[config.mk]
export PLATFORM = sky130hd
export DESIGN_NAME = shift_pipe_flat
export DESIGN_NICKNAME = d
export VERILOG_FILES = /design/src/rtl/shift_pipe_if.sv /design/src/rtl/shift_pipe.sv /design/src/flat_wrapper.sv
export SDC_FILE = /design/constraint.sdc
export NUM_CORES = 1
export LEC_CHECK = 0
export ABC_CLOCK_PERIOD_IN_PS = 3500
export CORE_AREA = 4 4 169 171
export DETAILED_ROUTE_END_ITERATION = 10
export DIE_AREA = 0 0 173 175
export GPL_ROUTABILITY_DRIVEN = 0
export MAX_ROUTING_LAYER = met4
export PLACE_DENSITY = 0.7
export SLEW_MARGIN = 30
export SYNTH_ARGS = -nofsm -noshare
export SYNTH_HDL_FRONTEND = slang
export SYNTH_SLANG_ARGS = --single-unit
export TNS_END_PERCENT = 5
[constraint.sdc]
create_clock -name clock -period 3.5 [get_ports clock]
set_input_delay 0.875 -clock clock [delete_from_list [all_inputs] [get_ports clock]]
set_output_delay 0.875 -clock clock [all_outputs]
set_load 0.01 [all_outputs]
[src/rtl/shift_pipe_if.sv]
// shift_pipe_if: operand-issue and writeback-side handshake bundle for shift_pipe.
// The master side presents operands and consumes results; the slave side is the shifter.
interface shift_pipe_if #(
    parameter int WIDTH = 32,
    parameter int TAG_W = 4
);
    localparam int SW = $clog2(WIDTH);

    logic             in_valid;
    logic             in_ready;
    logic [WIDTH-1:0] in_a;
    logic [SW-1:0]    in_amt;
    logic [2:0]       in_op;
    logic [TAG_W-1:0] in_tag;

    logic             out_valid;
    logic             out_ready;
    logic [WIDTH-1:0] out_result;
    logic [TAG_W-1:0] out_tag;
    logic             out_zero;
    logic             out_illegal;

    modport master (
        output in_valid, in_a, in_amt, in_op, in_tag, out_ready,
        input  in_ready, out_valid, out_result, out_tag, out_zero, out_illegal
    );

    modport slave (
        input  in_valid, in_a, in_amt, in_op, in_tag, out_ready,
        output in_ready, out_valid, out_result, out_tag, out_zero, out_illegal
    );
endinterface

[src/rtl/shift_pipe.sv]
// shift_pipe: pipelined barrel shifter with one registered stage per shift-amount bit.
// Stage k shifts by 2^(k-1) when amt[k-1] is set. A valid/ready chain gives full
// backpressure and lets empty stages (bubbles) fill while the output is stalled.
module shift_pipe #(
    parameter int WIDTH = 32,
    parameter int TAG_W = 4
) (
    input  logic        clock,
    input  logic        reset_n,
    input  logic        flush,
    shift_pipe_if.slave bus
);
    localparam int SW = $clog2(WIDTH);

    localparam logic [2:0] OP_SLL = 3'b000;
    localparam logic [2:0] OP_SRL = 3'b001;
    localparam logic [2:0] OP_SRA = 3'b010;
    localparam logic [2:0] OP_ROL = 3'b011;
    localparam logic [2:0] OP_ROR = 3'b100;

    // Stage registers, indexed 1..SW; stage SW drives the output side.
    logic             valid_q [1:SW];
    logic [WIDTH-1:0] data_q  [1:SW];
    logic [SW-1:0]    amt_q   [1:SW];
    logic [2:0]       op_q    [1:SW];
    logic [TAG_W-1:0] tag_q   [1:SW];
    logic             sign_q  [1:SW];
    logic             zero_q;
    logic             illegal_q;

    // adv[k] = stage k may load this cycle; adv[SW+1] is the consumer's ready.
    logic [SW+1:1]    adv;

    // What each stage would load: the previous stage's fields (or the inputs for stage 1).
    logic             src_valid [1:SW];
    logic [WIDTH-1:0] src_data  [1:SW];
    logic [SW-1:0]    src_amt   [1:SW];
    logic [2:0]       src_op    [1:SW];
    logic [TAG_W-1:0] src_tag   [1:SW];
    logic             src_sign  [1:SW];
    logic [WIDTH-1:0] nxt_data  [1:SW];

    // The last stage's amt/op/sign are held for completeness but nothing downstream reads them.
    logic             unused_last_stage;

    // One fixed-distance step of the selected operation; illegal ops pass data through.
    function automatic logic [WIDTH-1:0] shift_step(
        input logic [WIDTH-1:0] d,
        input logic [2:0]       op,
        input logic             sign,
        input int               s
    );
        logic [2*WIDTH-1:0] ext;
        logic [WIDTH-1:0]   r;
        ext = {{WIDTH{sign}}, d} >> s;
        case (op)
            OP_SLL:  r = d << s;
            OP_SRL:  r = d >> s;
            OP_SRA:  r = ext[WIDTH-1:0];
            OP_ROL:  r = (d << s) | (d >> (WIDTH - s));
            OP_ROR:  r = (d >> s) | (d << (WIDTH - s));
            default: r = d;
        endcase
        return r;
    endfunction

    // Advance chain: a stage moves when it is empty or the stage after it moves.
    always_comb begin
        adv[SW+1] = bus.out_ready;
        for (int k = SW; k >= 1; k--) begin
            adv[k] = !valid_q[k] || adv[k+1];
        end
    end

    // Gather each stage's source fields and apply that stage's shift step.
    always_comb begin
        src_valid[1] = bus.in_valid && adv[1];
        src_data[1]  = bus.in_a;
        src_amt[1]   = bus.in_amt;
        src_op[1]    = bus.in_op;
        src_tag[1]   = bus.in_tag;
        src_sign[1]  = bus.in_a[WIDTH-1];
        for (int k = 2; k <= SW; k++) begin
            src_valid[k] = valid_q[k-1];
            src_data[k]  = data_q[k-1];
            src_amt[k]   = amt_q[k-1];
            src_op[k]    = op_q[k-1];
            src_tag[k]   = tag_q[k-1];
            src_sign[k]  = sign_q[k-1];
        end
        for (int k = 1; k <= SW; k++) begin
            nxt_data[k] = src_amt[k][k-1]
                        ? shift_step(src_data[k], src_op[k], src_sign[k], 1 << (k - 1))
                        : src_data[k];
        end
    end

    // Stage registers: load on advance, hold on stall, flush drops every valid bit.
    always_ff @(posedge clock or negedge reset_n) begin
        if (!reset_n) begin
            for (int k = 1; k <= SW; k++) begin
                valid_q[k] <= 1'b0;
                data_q[k]  <= '0;
                amt_q[k]   <= '0;
                op_q[k]    <= '0;
                tag_q[k]   <= '0;
                sign_q[k]  <= 1'b0;
            end
            zero_q    <= 1'b0;
            illegal_q <= 1'b0;
        end else begin
            for (int k = 1; k <= SW; k++) begin
                if (flush) begin
                    valid_q[k] <= 1'b0;
                end else if (adv[k]) begin
                    valid_q[k] <= src_valid[k];
                    data_q[k]  <= nxt_data[k];
                    amt_q[k]   <= src_amt[k];
                    op_q[k]    <= src_op[k];
                    tag_q[k]   <= src_tag[k];
                    sign_q[k]  <= src_sign[k];
                end
            end
            if (!flush && adv[SW]) begin
                zero_q    <= (nxt_data[SW] == '0);
                illegal_q <= (src_op[SW] > OP_ROR);
            end
        end
    end

    assign bus.in_ready    = adv[1];
    assign bus.out_valid   = valid_q[SW];
    assign bus.out_result  = data_q[SW];
    assign bus.out_tag     = tag_q[SW];
    assign bus.out_zero    = zero_q;
    assign bus.out_illegal = illegal_q;

    assign unused_last_stage = ^{amt_q[SW], op_q[SW], sign_q[SW]};
endmodule

[src/flat_wrapper.sv]
// flat-port wrapper written by rule: the top's interface ports become plain ports
module shift_pipe_flat 
#(
    parameter int WIDTH = 32,
    parameter int TAG_W = 4
)
  (clock, reset_n, flush, bus_in_valid, bus_in_a, bus_in_amt, bus_in_op, bus_in_tag, bus_out_ready, bus_in_ready, bus_out_valid, bus_out_result, bus_out_tag, bus_out_zero, bus_out_illegal);
  shift_pipe_if #(.WIDTH(WIDTH), .TAG_W(TAG_W)) bus_i ();
  input  logic clock;
  input  logic reset_n;
  input  logic flush;
  input wire logic [$bits(bus_i.in_valid)-1:0] bus_in_valid;
  input wire logic [$bits(bus_i.in_a)-1:0] bus_in_a;
  input wire logic [$bits(bus_i.in_amt)-1:0] bus_in_amt;
  input wire logic [$bits(bus_i.in_op)-1:0] bus_in_op;
  input wire logic [$bits(bus_i.in_tag)-1:0] bus_in_tag;
  input wire logic [$bits(bus_i.out_ready)-1:0] bus_out_ready;
  output wire logic [$bits(bus_i.in_ready)-1:0] bus_in_ready;
  output wire logic [$bits(bus_i.out_valid)-1:0] bus_out_valid;
  output wire logic [$bits(bus_i.out_result)-1:0] bus_out_result;
  output wire logic [$bits(bus_i.out_tag)-1:0] bus_out_tag;
  output wire logic [$bits(bus_i.out_zero)-1:0] bus_out_zero;
  output wire logic [$bits(bus_i.out_illegal)-1:0] bus_out_illegal;
  assign bus_i.in_valid = bus_in_valid;
  assign bus_i.in_a = bus_in_a;
  assign bus_i.in_amt = bus_in_amt;
  assign bus_i.in_op = bus_in_op;
  assign bus_i.in_tag = bus_in_tag;
  assign bus_i.out_ready = bus_out_ready;
  assign bus_in_ready = bus_i.in_ready;
  assign bus_out_valid = bus_i.out_valid;
  assign bus_out_result = bus_i.out_result;
  assign bus_out_tag = bus_i.out_tag;
  assign bus_out_zero = bus_i.out_zero;
  assign bus_out_illegal = bus_i.out_illegal;
  shift_pipe #(.WIDTH(WIDTH), .TAG_W(TAG_W)) u_core (.clock(clock), .reset_n(reset_n), .flush(flush), .bus(bus_i));
endmodule
**Word-level counts from Yosys, hierarchy flattened**

Index checks and enable logic that the tools add are counted.

- $lt $le $gt $ge: 1
- Equal/unequal tests: 20
- Muxes and demuxes: 20
- Bitwise gates (word level): 10
- Reductions and logical operators: 30

Operators by type and width:

| kind | number |
|---|---|
| 32-bit case mux with 5 select lines | 4 |
| 32-bit 2-to-1 mux | 5 |
| 32-bit case mux with 4 select lines | 1 |
| 32-bit zero test | 1 |
| 24-bit by 32-bit OR with 32-bit output | 1 |
| 28-bit by 32-bit OR with 32-bit output | 1 |
| 30-bit by 32-bit OR with 32-bit output | 1 |
| 31-bit by 32-bit OR with 32-bit output | 1 |
| 32-bit by 1-bit OR with 32-bit output | 1 |
| 32-bit by 16-bit OR with 32-bit output | 1 |
| 32-bit by 2-bit OR with 32-bit output | 1 |
| 32-bit by 4-bit OR with 32-bit output | 1 |
| 32-bit by 8-bit OR with 32-bit output | 1 |
| 3-bit by 2-bit == test with 1-bit output, second input constant | 10 |
| 3-bit by 1-bit == test with 1-bit output, second input constant | 5 |
| 3-bit == test, second input constant | 5 |
| 3-bit zero test | 5 |
| 1-bit 2-to-1 mux | 10 |
| 2-bit AND reduction | 5 |
| 2-bit nonzero test | 5 |
| 1-bit zero test | 6 |
| 1-bit logical OR | 5 |
| 3-bit greater-than comparator, second input constant | 1 |
| 1-bit logical AND | 2 |
| 2 further kinds | 2 |

- Register bits: 223
- Input port bits: 49
- Output and inout port bits: 40
- Logic and storage cells: 110

**Depth between registers and ports, before layout**

- Word-level depth: 9
- Gate-level depth with buffers: 9
- Depth with buffers taken out: 6

**Worst setup path after synthesis**

No wires, ideal clock.

- Path type: input to register
- Start point: input bus_out_ready
- End point: register u_core.amt_q[19] in the netlist's numbering
- Setup time: 125 ps
- Arrival: 2282 ps
- Required time: 3375 ps
- Slack: 1093 ps
- Stages on the path: 6
- Buffers on the path: 2
- Cells stage by stage: and4b_1 -> and2_1 -> or2_2 -> clkbuf_1 -> buf_2 -> mux2_2

- Longest elaborated chain between the ends: 5

RTL lines:

| element | RTL line | RTL |
|---|---|---|
| from (decl) | flat_wrapper.sv:17 | `input wire logic [$bits(bus_i.out_ready)-1:0] bus_out_ready;` |
| 1-bit logical OR (4 in a row) | shift_pipe.sv:71 | `adv[k] = !valid_q[k] \|\| adv[k+1];` |
| 2-bit AND reduction (no line) | - |  |
| to (signal, indexed assignment) | shift_pipe.sv:118 | `amt_q[k] <= src_amt[k];` |
| to (decl) | shift_pipe.sv:24 | `logic [SW-1:0] amt_q [1:SW];` |

No other way between the ends.
A chain may end at the register's enable or synchronous reset.

**Worst setup path after layout**

- Start point: input bus_out_ready
- End point: output bus_in_ready

- Longest elaborated chain between the ends: 5

RTL lines:

| element | RTL line | RTL |
|---|---|---|
| 1-bit logical OR (5 in a row) | shift_pipe.sv:71 |  |
| to (decl) | flat_wrapper.sv:18 | `output wire logic [$bits(bus_i.in_ready)-1:0] bus_in_ready;` |

No other way between the ends.

==> reports/metrics.yaml <==
hold_buffers: 0
viasPerCell: 5.99
final_area_sq_mm: 0.0138
area_growth_pct: 14.2
clk_latency_ns: 0.52
synth_edf_count: 0
regArea_sq_mm: 0.00533
r2r-start: "u_core.op_q[3]"
syn_area_sq_mm: 0.0120
cts.sinks: 213
synth.distinct_cells: 67
worstPathCellList: "clkdlybuf4s50_1, and4b_1, and2_1, nand2_1, dlymetal6s2s_1"
ioPinCount: 89
finalNonFillerCells: 1693
power_uw: 9180
place_area_sq_mm: 0.0129
maxSlewHeadroom_pct: 39.9
grt_pass1_vias: 9161
insertedDiodeCount: 0
dr.pass1.iters: 5
numCtsBuffers: 24
maxCapViolCount: 0
synth_area_per_cell_sq_um: 8.99
period_needed_ns: 3.02
skew_ns: 0.0224
multi_input_area_sq_mm: 0.00597
setup_viol_count_final: 0
synth.net_count: 1388
fmax_mhz: 331
h-tree-depth: 1
path_max_fanout: 4
ant_nets: 0
finalSetupTns_ns: 0
layout_common_cells: "o21ai_0 (275), nand2_1 (248), dfrtp_1 (213), clkdlybuf4s50_1 (86), a221o_1 (82)"
fill_cells: 2535
grt_overflow: 0
hold_path.class: "in -> async"
grt_pass1_wl_um: 48500
dp_slack_ns: 0.134
grt_max_degree: 68
antenna_found_initial: 0
layout-drive-gt1-share_pct: 10.1
synthArstFlopShare_pct: 100
layout.nets: 1385
end_kind: "output pin"
postSynthCellCount: 1339
cp.arrival_ns: 2.15
max_stage_delay_ns: 0.42
avgRoutedWirePerCell_um: 17.5
setup.worst_path.class: "in -> out"
die_x_um: 173
cts_tree: "built"
reg2regPathDepth: 6
power_density_mw_per_mm2: 668
die_h_um: 175
slowest_stage: "clkdlybuf4s50_1"
outcome: "finished, final reports clean"
track_usage_pct: 19.3
mostFrequentLayoutCell: "o21ai_0"
die_area_sq_mm: 0.0303
synth_seq_cells: 213
portBuffers: 88
cts.clk_slew.worst_paths_ns: 0.06
synth_ff_type: "dfrtp_1"
fin_crit_sh_pct: 86.4
rsz0062_at_grt: "no"
seq_area_frac_synth_pct: 44.3
yosys_warnings: 0
dp_cells: 1651
cp-start-kind: "primary input"
reg2reg_slack_ns: 0.78
finalHoldViolations: 0
worstPathRequired_ns: 2.62
vias: 10100
r2r-end: "u_core.bus.out_zero"
cts-root-buf: "clkbuf_16"
setup_slack_ns: 0.476
core_sq_mm: 0.0269
final_max_slew_viol_count: 0
drt_wl_total_um: 29600
row_count: 60
initial_core_util_pct: 44.8
peakVddDrop_v: 0.000317
worst_pin_slew_ns: 0.901
clockBufferDepth: 3
hpwl_um: 20900
drc: 0
p_leak_uw: 0.00551
drt_iter0_drc: 997
==> worst max-delay path, delay by kind of cell <==
family | cells | cell delay, ns
and+or+nand+nor | 3 | 0.64
buffers and inverters | 2 | 0.63
==> worst max path at each step <==
| stage | startpoint | endpoint | cells past startpoint | slack (ns) |
|---|---|---|---|---|
| 6_report | bus_out_ready | bus_in_ready | 5 | 0.48 |
| 5_1_grt | bus_out_ready | bus_in_ready | 5 | 0.35 |
| 4_1_cts | bus_out_ready | bus_in_ready | 5 | 0.11 |
| 3_5_place_dp | bus_out_ready | bus_in_ready | 5 | 0.13 |
| 3_3_place_gp | bus_out_ready | bus_in_ready | 5 | 0.11 |
| 2_1_floorplan | bus_out_ready | u_core.amt_q[19] | 6 | 1.09 |
==> layout make-up <==
class                      instances  share of cell area [%]
sequential                       213                    38.8
inverter                          10                   0.273
multi-input combinational        969                    43.4
clock buffer                      34                    5.00
tap                              341                    3.10
timing repair buffer             118                    8.54
clock inverter                     8                   0.919
==> layer usage <==
layer  up-vias  part of all wire, %  wire [um]  global-route usage, %
met4         0                  2.6        775                   5.29
met2       375                   46      13700                   30.6
met5         -                    0          0                      -
met3        67                  6.3       1870                   2.70
li1       4903                    -          -                      -
met1      4795                   45      13200                   26.2
==> metrics by stage <==
stage	utilization (%)	hold slack, ns
after floorplan	-	0.433
after global placement	48.1	0.447
after detailed placement	48.1	0.452
after CTS	51.1	0.332
after global routing	51.2	0.350
final	51.2	0.310
==> cell usage after synthesis, types with 4 or more instances <==
| cell | n | area [sq um] |
|---|---|---|
| nor2_1 | 44 | 165 |
| nor3_1 | 5 | 25.0 |
| and2_1 | 7 | 43.8 |
| buf_4 | 34 | 255 |
| o32ai_1 | 4 | 35.0 |
| o211ai_1 | 18 | 135 |
| buf_6 | 6 | 67.6 |
| a221oi_1 | 8 | 70.1 |
| nor2b_1 | 8 | 50.1 |
| o22a_1 | 16 | 140 |
| inv_1 | 9 | 33.8 |
| clkbuf_1 | 92 | 345 |
| or2_2 | 6 | 37.5 |
| maj3_1 | 16 | 160 |
| nand2b_1 | 4 | 25.0 |
| a221o_1 | 82 | 821 |
| a21boi_0 | 4 | 30.0 |
| o221ai_1 | 4 | 35.0 |
| nand2_1 | 248 | 931 |
| a21oi_1 | 14 | 70.1 |
| o22ai_1 | 35 | 219 |
| o21a_1 | 4 | 30.0 |
| buf_1 | 4 | 15.0 |
| a22oi_1 | 14 | 105 |
| a211oi_1 | 4 | 30.0 |
| mux2i_1 | 31 | 310 |
| o21ai_1 | 19 | 95.1 |
| dfrtp_1 | 213 | 5330 |
| o21ai_0 | 276 | 1380 |
| mux2_2 | 41 | 462 |
| xnor2_1 | 4 | 35.0 |
| o31ai_1 | 5 | 37.5 |
| buf_2 | 11 | 55.1 |
==> kinds of logic after synthesis <==
kind of cell,count (synthesis),share of synthesized area (%)
adders and majority gates,16,1.33
and+or+nand+nor,346,12.5
AOI/OAI and AO/OA,531,28.8
DFF,213,44.3
buffers and inverters,157,6.44
muxes,72,6.41
xor gates and xnor gates,4,0.291
==> report_power, final <==
| group | switching (uW) | internal [uW] |
|---|---|---|
| Combinational | 1500 | 1320 |
| Sequential | 772 | 3030 |
| Clock | 971 | 1580 |
==> what timing repair did <==
action	CTS	global route
setup endpoints to repair	0	1
buffers inserted	0	0
gates resized for setup	0	1
==> flip-flops by register name, summed over array words and instances, names as in the netlist <==
| signal | count |
|---|---|
| u_core.bus.out_illegal | 1 |
| u_core.bus.out_zero | 1 |
| u_core.bus.out_tag | 4 |
| u_core.op_q | 12 |
| u_core.data_q | 128 |
| u_core.src_valid | 4 |
| u_core.sign_q | 4 |
| u_core.bus.out_result | 32 |
| u_core.amt_q | 10 |
| u_core.src_tag | 16 |
| u_core.bus.out_valid | 1 |
No activity file was read; power rests on OpenSTA's default activity.
